File: src/rtl/updown_counter_param_if.sv
// Control and status bundle for updown_counter_param.
// The master drives the controls and the slave is the counter itself.
interface updown_counter_param_if #(
  parameter int WIDTH = 4
);
  logic             en;
  logic             up_dn;
  logic             load;
  logic [WIDTH-1:0] load_value;
  logic [WIDTH-1:0] counter;
  logic             at_zero;
  logic             at_max;
  logic             wrap_pulse;
  logic             limit_hit;

  modport master (
    output en, up_dn, load, load_value,
    input  counter, at_zero, at_max, wrap_pulse, limit_hit
  );

  modport slave (
    input  en, up_dn, load, load_value,
    output counter, at_zero, at_max, wrap_pulse, limit_hit
  );
endinterface

File: src/rtl/updown_counter_param.sv
// Parametrised up/down tick counter with prescaler, clamped load,
// wrap or saturate limits and registered wrap/limit event pulses.
module updown_counter_param #(
  parameter int WIDTH       = 4,
  parameter int MOD_MAX     = 15,
  parameter int PRESCALE    = 1,
  parameter bit SATURATE    = 1'b0,
  parameter int RESET_VALUE = 15
) (
  input  logic                  clk,
  input  logic                  reset,
  updown_counter_param_if.slave bus
);

  localparam int PW = (PRESCALE > 1) ? $clog2(PRESCALE) : 1;

  localparam logic [WIDTH-1:0] MAX_V      = WIDTH'(MOD_MAX);
  localparam logic [WIDTH-1:0] RST_V      = WIDTH'(RESET_VALUE);
  localparam logic [WIDTH-1:0] ZERO_V     = '0;
  localparam logic [PW-1:0]    PRESC_LAST = PW'(PRESCALE - 1);

  logic [WIDTH-1:0] count_q, count_d;
  logic [PW-1:0]    presc_q, presc_d;
  logic             wrap_q, wrap_d;
  logic             limit_q, limit_d;
  logic             step;

  assign step = bus.en && (presc_q == PRESC_LAST);

  // NOTE: every output of this block gets a default first so that no path
  // leaves a value unassigned, which would otherwise infer a latch.
  always_comb begin
    count_d = count_q;
    presc_d = presc_q;
    wrap_d  = 1'b0;
    limit_d = 1'b0;

    if (bus.load) begin
      count_d = (bus.load_value > MAX_V) ? MAX_V : bus.load_value;
      presc_d = '0;
    end else if (bus.en) begin
      if (step) begin
        presc_d = '0;
        if (bus.up_dn) begin
          if (count_q != MAX_V) begin
            count_d = count_q + WIDTH'(1);
          end else if (SATURATE) begin
            limit_d = 1'b1;
          end else begin
            count_d = ZERO_V;
            wrap_d  = 1'b1;
          end
        end else begin
          if (count_q != ZERO_V) begin
            count_d = count_q - WIDTH'(1);
          end else if (SATURATE) begin
            limit_d = 1'b1;
          end else begin
            count_d = MAX_V;
            wrap_d  = 1'b1;
          end
        end
      end else begin
        presc_d = presc_q + PW'(1);
      end
    end
  end

  // NOTE: state registers use non-blocking assignments so every register
  // samples the pre-edge values regardless of statement order.
  always_ff @(posedge clk) begin
    if (!reset) begin
      count_q <= RST_V;
      presc_q <= '0;
      wrap_q  <= 1'b0;
      limit_q <= 1'b0;
    end else begin
      count_q <= count_d;
      presc_q <= presc_d;
      wrap_q  <= wrap_d;
      limit_q <= limit_d;
    end
  end

  assign bus.counter    = count_q;
  assign bus.at_zero    = (count_q == ZERO_V);
  assign bus.at_max     = (count_q == MAX_V);
  assign bus.wrap_pulse = wrap_q;
  assign bus.limit_hit  = limit_q;

endmodule

File: src/flat_wrapper.sv
// flat-port wrapper written by rule: the top's interface ports become plain ports
module updown_counter_param_flat 
#(
  parameter int WIDTH       = 4,
  parameter int MOD_MAX     = 15,
  parameter int PRESCALE    = 1,
  parameter bit SATURATE    = 1'b0,
  parameter int RESET_VALUE = 15
)
  (clk, reset, bus_en, bus_up_dn, bus_load, bus_load_value, bus_counter, bus_at_zero, bus_at_max, bus_wrap_pulse, bus_limit_hit);
  updown_counter_param_if #(.WIDTH(WIDTH)) bus_i ();
  input  logic clk;
  input  logic reset;
  input wire logic [$bits(bus_i.en)-1:0] bus_en;
  input wire logic [$bits(bus_i.up_dn)-1:0] bus_up_dn;
  input wire logic [$bits(bus_i.load)-1:0] bus_load;
  input wire logic [$bits(bus_i.load_value)-1:0] bus_load_value;
  output wire logic [$bits(bus_i.counter)-1:0] bus_counter;
  output wire logic [$bits(bus_i.at_zero)-1:0] bus_at_zero;
  output wire logic [$bits(bus_i.at_max)-1:0] bus_at_max;
  output wire logic [$bits(bus_i.wrap_pulse)-1:0] bus_wrap_pulse;
  output wire logic [$bits(bus_i.limit_hit)-1:0] bus_limit_hit;
  assign bus_i.en = bus_en;
  assign bus_i.up_dn = bus_up_dn;
  assign bus_i.load = bus_load;
  assign bus_i.load_value = bus_load_value;
  assign bus_counter = bus_i.counter;
  assign bus_at_zero = bus_i.at_zero;
  assign bus_at_max = bus_i.at_max;
  assign bus_wrap_pulse = bus_i.wrap_pulse;
  assign bus_limit_hit = bus_i.limit_hit;
  updown_counter_param #(.WIDTH(WIDTH), .MOD_MAX(MOD_MAX), .PRESCALE(PRESCALE), .SATURATE(SATURATE), .RESET_VALUE(RESET_VALUE)) u_core (.clk(clk), .reset(reset), .bus(bus_i));
endmodule
File: config.mk
export PLATFORM = sky130hd
export DESIGN_NAME = updown_counter_param_flat
export DESIGN_NICKNAME = d
export VERILOG_FILES = /design/src/rtl/updown_counter_param_if.sv /design/src/rtl/updown_counter_param.sv /design/src/flat_wrapper.sv
export SDC_FILE = /design/constraint.sdc
export NUM_CORES = 1
export LEC_CHECK = 0
export ABC_CLOCK_PERIOD_IN_PS = 1700
export BUFFER_PORTS_ARGS = -buffer_cell sky130_fd_sc_hd__clkbuf_2
export CAP_MARGIN = 20
export CORE_MARGIN = 1.5
export CORE_UTILIZATION = 30
export DETAILED_ROUTE_END_ITERATION = 6
export PLACE_DENSITY = 0.65
export SETUP_SLACK_MARGIN = 0.05
export SLEW_MARGIN = 20
export SYNTH_ARGS = -nofsm -noshare
export SYNTH_HDL_FRONTEND = slang
export SYNTH_SLANG_ARGS = --single-unit
File: constraint.sdc
create_clock -name clk -period 1.7 [get_ports clk]
set_input_delay 0.34 -clock clk [delete_from_list [all_inputs] [get_ports clk]]
set_output_delay 0.34 -clock clk [all_outputs]
set_load 0.02 [all_outputs]
==> metrics.yaml, run 1 <==
slowest_delay_ps: 380
die_h_um: 41.3
crit_fanout: 7
clock_latency_ps: 250
drive_above_1_share: 0.437
combPwrFrac: 0.311
min_period_ps: 1600
syn-num-nets: 66
startpoint_type: "register"
antenna_found_initial: 0
clkSlewWorstSetupHoldPaths_ps: 50
gp_congestion: 0.745
synth.distinct_cells: 31
wl_per_cell_um: 12.5
antennaDiodeCount: 0
grt_pass1_wl_um: 1390
grt-ovfl-total: 0
netlist_instances: 55
p_per_area_mw_per_mm2: 741
pwr-share-seq: 0.373
syn_area_per_cell_um2: 7.98
status: "completed"
clock-root-buffer: "clkbuf_4"
drtPass1Iterations: 4
critPathRequiredTime_ps: 1360
cp_slowest_cell: "dfxtp_2"
avgViaCountPerCell: 5.09
crit_chain: "ha_1, and3_2, clkbuf_2"
final_antenna_net_count: 0
regArea_um2: 123
leakage_nw: 0.280
setup_tns_ps: 0
skew_ps: 9.79
path_class: "reg -> out"
synth_top_area_cell: "dfxtp_1"
clock.fmax_ghz: 0.624
hold_viol_final: 0
routed_wl_um: 1070
ctsHoldBuffers: 0
rows: 13
clkSinkCount: 6
drcViolationCount: 0
synth-seq-cells: 6
clkPwrFrac: 0.315
area_growth_pct: 32.5
arrival_ps: 1260
cts_tree: "built"
ys_seq_area_frac: 0.274
dieWidth_um: 41.3
synth_top_area_frac: 0.274
hp-class: "in -> reg"
grt_usage: 0.129
initial_core_util: 0.329
fillers: 150
grt_max_degree: 10
p_int_mw: 0.288
port_buffers: 15
drt-initial-drc-count: 7
fp.coreArea_mm2: 0.00133
final_cell_mix: "14 x clkbuf_2, 5 x a21oi_1, 4 x dfxtp_1"
synth_area_leaders: "dfxtp_1 27%, a21oi_1 5.7%, ha_1 5.7%"
switching_power_mw: 0.143
nets: 84
first_global_vias: 324
vias: 438
maxCapViolCount: 0
layout_commonest_cell: "clkbuf_2"
setup_viol: 0
syn-cell-area_um2: 439
multiInputGateArea_um2: 293
hold_ws_ps: 279
switching_share: 0.332
slew_viol_final: 0
vdd_drop_max_v: 0.000372
ios: 17
cts_max_level: 1
detailed_place_hpwl_um: 784
crit_path_end_kind: "primary output"
dieArea_mm2: 0.00170
yosys_warnings: 0
clockBufferDepth: 2
cts_buffers: 3
fin_crit_sh: 0.943
rsz0062_at_grt: "no"
[per-layer routing]
metal,global-route usage,vias up,routed length (um)
met5,0,-,0
met4,0.0484,0,0
met3,0.0489,0,43
met2,0.199,13,517
met1,0.160,194,511
li1,-,231,-
[worst max-delay path: cells and delay by family, from the launching register on]
kind,cells,cell delay [ps]
AND/OR/NAND/NOR,1,200
adder cells (fa/ha/maj),1,270
flip-flops,1,380
buffers and inverters,1,160
[flip-flops by register name (all words and copies together), names as in the netlist]
name,flops
u_core.bus.counter,4
u_core.bus.wrap_pulse,1
u_core.presc_q,1
[Yosys cell counts (all sizes together)]
cell type and instances:
or3 1, ha 2, inv 5, and4 1, nor4bb 1, a21oi 5
nand3 2, mux2i 1, xor2 1, nand2b 2, and3 1, a311o 1
clkbuf 2, xnor2 1, nor4b 1, nor2 3, nand2 3, a31oi 3
buf 3, conb 1, o2111ai 1, or3b 1, nand4 1, nor3b 2
o211ai 1, o21ai 2, o31ai 1, dfxtp 6
[power by group through the flow]
stage / registers (mW) / logic (mW) / clock network (mW)
after detailed placement: 0.162 / 0.125 / 0
after global placement: 0.161 / 0.125 / 0
after CTS: 0.160 / 0.128 / 0.140
final: 0.161 / 0.134 / 0.136
after floorplan: 0.174 / 0.0785 / 0
after global routing: 0.162 / 0.147 / 0.150
[per-stage QoR]
stage	total power, mW	util	setup slack (ps)	cells	cell area (um2)
3_5_place_dp	0.287	0.391	189	82	522
5_1_grt	0.459	0.436	53.8	86	582
6_report	0.431	0.436	96.4	86	582
3_3_place_gp	0.286	0.391	244	82	522
4_1_cts	0.428	0.422	53.1	85	563
2_1_floorplan	0.253	-	153	55	444
[cells by family after synthesis]
family	share of synthesized area
AND/OR/NAND/NOR	0.285
AO/OA/AOI/OAI	0.199
buffers and inverters	0.114
flip-flops	0.274
adder cells (fa/ha/maj)	0.0570
XOR/XNOR	0.0399
other	0.00854
multiplexers	0.0228
[cell type report]
class / count / area share
repair buffers: 18 / 0.183
clock buffers: 3 / 0.0387
flip-flops and latches: 6 / 0.211
well taps: 15 / 0.0323
inverters: 5 / 0.0323
multi-input cells: 39 / 0.503
[final timing paths]
check                           slack, ps                            endpoint                               start  cells after the start
worst max-delay path                  100                          bus_at_max  u_core.bus.counter[0]$_SDFFE_PN1P_                      3
worst min-delay path                  280         u_core.presc_q$_SDFFE_PP0P_                              bus_en                      2
worst max register to register        220  u_core.bus.counter[3]$_SDFFE_PN1P_  u_core.bus.counter[0]$_SDFFE_PN1P_                      5
worst min register to register        460         u_core.presc_q$_SDFFE_PP0P_         u_core.presc_q$_SDFFE_PP0P_                      1
[timing repair]
action | in CTS | in global routing
gates cloned | 0 | 0
endpoints found under the setup margin | 1 | 2
gates resized for setup | 5 | 4
buffers inserted | 0 | 1
(Power assumes the default switching activity.)
==> run 2, diff against run 1 <==
- ABC_AREA: default -> 1
- CTS_CLUSTER_DIAMETER: default -> 150
- PLACE_DENSITY: 0.65 -> 0.64
==> run 2 against run 1 <==
Worst hold slack better by 33 ps. Sequential power up 6%. Synthesized cell count grew 27%. Sequential share of layout area is 1.3 points higher. Clock power hardly changed. Maximum frequency grew 1.8%. Largest cell class unchanged. Total power is 1.6% lower. Clock-buffer cell count stayed put. Cell count rose by 17%. Setup slack better by 29 ps. Routed wire length is 11% lower. Design area decreased by 5.8%.
==> metrics.yaml, run 2 <==
status: "completed"
synth-seq-cells: 6
slowest_delay_ps: 380
crit_buf_inv: 3
detailed_place_hpwl_um: 770
initial_core_util: 0.330
setup_tns_ps: 0
yosysMostFrequentCell: "nand2_1"
clock_latency_ps: 250
die_h_um: 41.5
netlist_instances: 70
rr_startpoint: "u_core.bus.counter[0]$_SDFFE_PN1P_"
maxCapViolCount: 0
area_growth_pct: 23.0
wl_per_cell_um: 9.43
syn-num-nets: 81
arrival_ps: 1240
vdd_drop_max_v: 0.000289
finalNonFillerCells: 101
clkSlewWorstSetupHoldPaths_ps: 50
yosys_warnings: 0
reg2reg_to: "u_core.bus.counter[3]$_SDFFE_PN1P_"
clock-root-buffer: "clkbuf_4"
drive_above_1_share: 0.314
first_global_vias: 360
crit_top_cell: "inv_1"
clock.fmax_ghz: 0.635
dp.cells: 98
path_class: "reg -> out"
dieWidth_um: 41.5
synth_flop_cell: "dfxtp_1"
leakage_nw: 0.297
crit_family: "flip-flops"
critPathRequiredTime_ps: 1360
p_per_area_mw_per_mm2: 774
synthArstFlopShare: 0
grt_pass1_wl_um: 1460
antenna_found_initial: 0
antennaDiodeCount: 0
fin_crit_sh: 0.927
synth_top_area_frac: 0.270
grt_usage: 0.117
rrSetupSlack_ps: 470
synth.distinct_cells: 21
clkSinkCount: 6
drt-initial-drc-count: 14
rsz0062_at_grt: "yes"
cts_max_level: 1
synth_area_leaders: "dfxtp_1 27%, nand2_1 16%, inv_1 8.4%"
syn-cell-area_um2: 445
cts_tree: "built"
largest_reg_flops: 4
rows: 13
ios: 17
synth_common_cells: "19 x nand2_1, 10 x inv_1, 7 x nand3_1, 6 x dfxtp_1"
nets: 99
gp_congestion: 0.758
ys_seq_area_frac: 0.270
drtPass1Iterations: 4
grt_max_degree: 10
startpoint_type: "register"
avgViaCountPerCell: 4.55
crit_fanout: 7
cts_buffers: 3
post_cts_buffers: 0
final_antenna_net_count: 0
clockBufferDepth: 2
hold_viol_final: 0
worstHoldEndpoint: "u_core.presc_q$_SDFFE_PP0P_"
port_buffers: 15
synth_edf_count: 0
drcViolationCount: 0
final_cell_mix: "19 x nand2_1, 14 x clkbuf_2, 10 x inv_1, 7 x nand3_1"
crit_path_end_kind: "primary output"
hp-start: "bus_en"
skew_ps: 4.97
reg2reg_depth: 8
cp_slowest_cell: "dfxtp_2"
dieArea_mm2: 0.00172
slew_viol_final: 0
worstSetupPathDepth: 5
vias: 460
syn_area_per_cell_um2: 6.36
synth_top_area_cell: "dfxtp_1"
routed_wl_um: 952
grt-ovfl-total: 0
setup_viol: 0
hp-class: "in -> reg"
hold_depth: 2
crit_chain: "inv_1, ha_1, inv_1, nor3_2, buf_4"
layout_commonest_cell: "nand2_1"
fp.coreArea_mm2: 0.00135
min_period_ps: 1580
==> run 2: cell types whose count changed after synthesis, sizes merged, moves of 2 or more <==
cell    change
nand3       +5
nor3b       -2
nand2b      -2
inv         +6
nor2        +3
nand2      +18
clkbuf      -2
a31oi       -3
==> run 2: report_power, final <==
part,switching (mW),total (mW),internal (mW)
combinational,0.0712,0.117,0.0460
sequential,0.0187,0.170,0.151
clock,0.0567,0.137,0.0802
total,0.147,0.424,0.277
==> run 2: cell families after synthesis <==
kind of cell	share of synthesized area
and+or+nand+nor	0.388
xor gates and xnor gates	0.0197
adders and majority gates	0.0562
AOI/OAI and AO/OA	0.124
other	0.00842
DFF	0.270
buffers and inverters	0.135
==> run 2: area by class of cell <==
cell class | count | area, um2
clock buffer | 3 | 22.5
multi-input combinational | 51 | 265
fill | 156 | 802
timing repair buffer | 15 | 77.6
inverter | 11 | 41.3
sequential | 6 | 123
tap | 15 | 18.8
==> run 2: metal layers <==
metal  track usage  part of all wire  wire length [um]  vias to the layer above
met1         0.156              0.51               488                      179
met5             0                 0                 0                        -
met3        0.0522             0.081                77                        6
met2         0.138              0.37               353                       17
met4        0.0968             0.034                32                        0
li1              -                 -                 -                      258
==> run 2: how the worst max path moves through the flow <==
stage	start	endpoint	slack, ps
after floorplan	u_core.bus.counter[0]$_SDFFE_PN1P_	u_core.bus.counter[0]$_SDFFE_PN1P_	290
after global placement	u_core.bus.counter[0]$_SDFFE_PN1P_	bus_at_zero	310
after detailed placement	u_core.bus.counter[0]$_SDFFE_PN1P_	bus_at_zero	290
after CTS	u_core.bus.counter[1]$_SDFFE_PN1P_	bus_at_max	80
after global routing	u_core.bus.counter[0]$_SDFFE_PN1P_	bus_at_zero	8
final	u_core.bus.counter[0]$_SDFFE_PN1P_	bus_at_zero	120
==> run 2: timing repair <==
item	in CTS	in global routing
resized for setup	1	3
hold buffers	0	0
hold endpoints to repair	0	0
endpoints found under the setup margin	1	2
cloned	0	0
==> run 2: per-stage QoR <==
step | area (um2) | hold WS (ps) | worst slack, ps | util | power (mW)
after floorplan | 445 | 418 | 292 | - | 0.256
after global placement | 520 | 498 | 315 | 0.386 | 0.289
after detailed placement | 520 | 506 | 295 | 0.386 | 0.290
after CTS | 544 | 301 | 75.9 | 0.403 | 0.436
after global routing | 548 | 323 | 8.09 | 0.406 | 0.457
final | 548 | 313 | 125 | 0.406 | 0.424
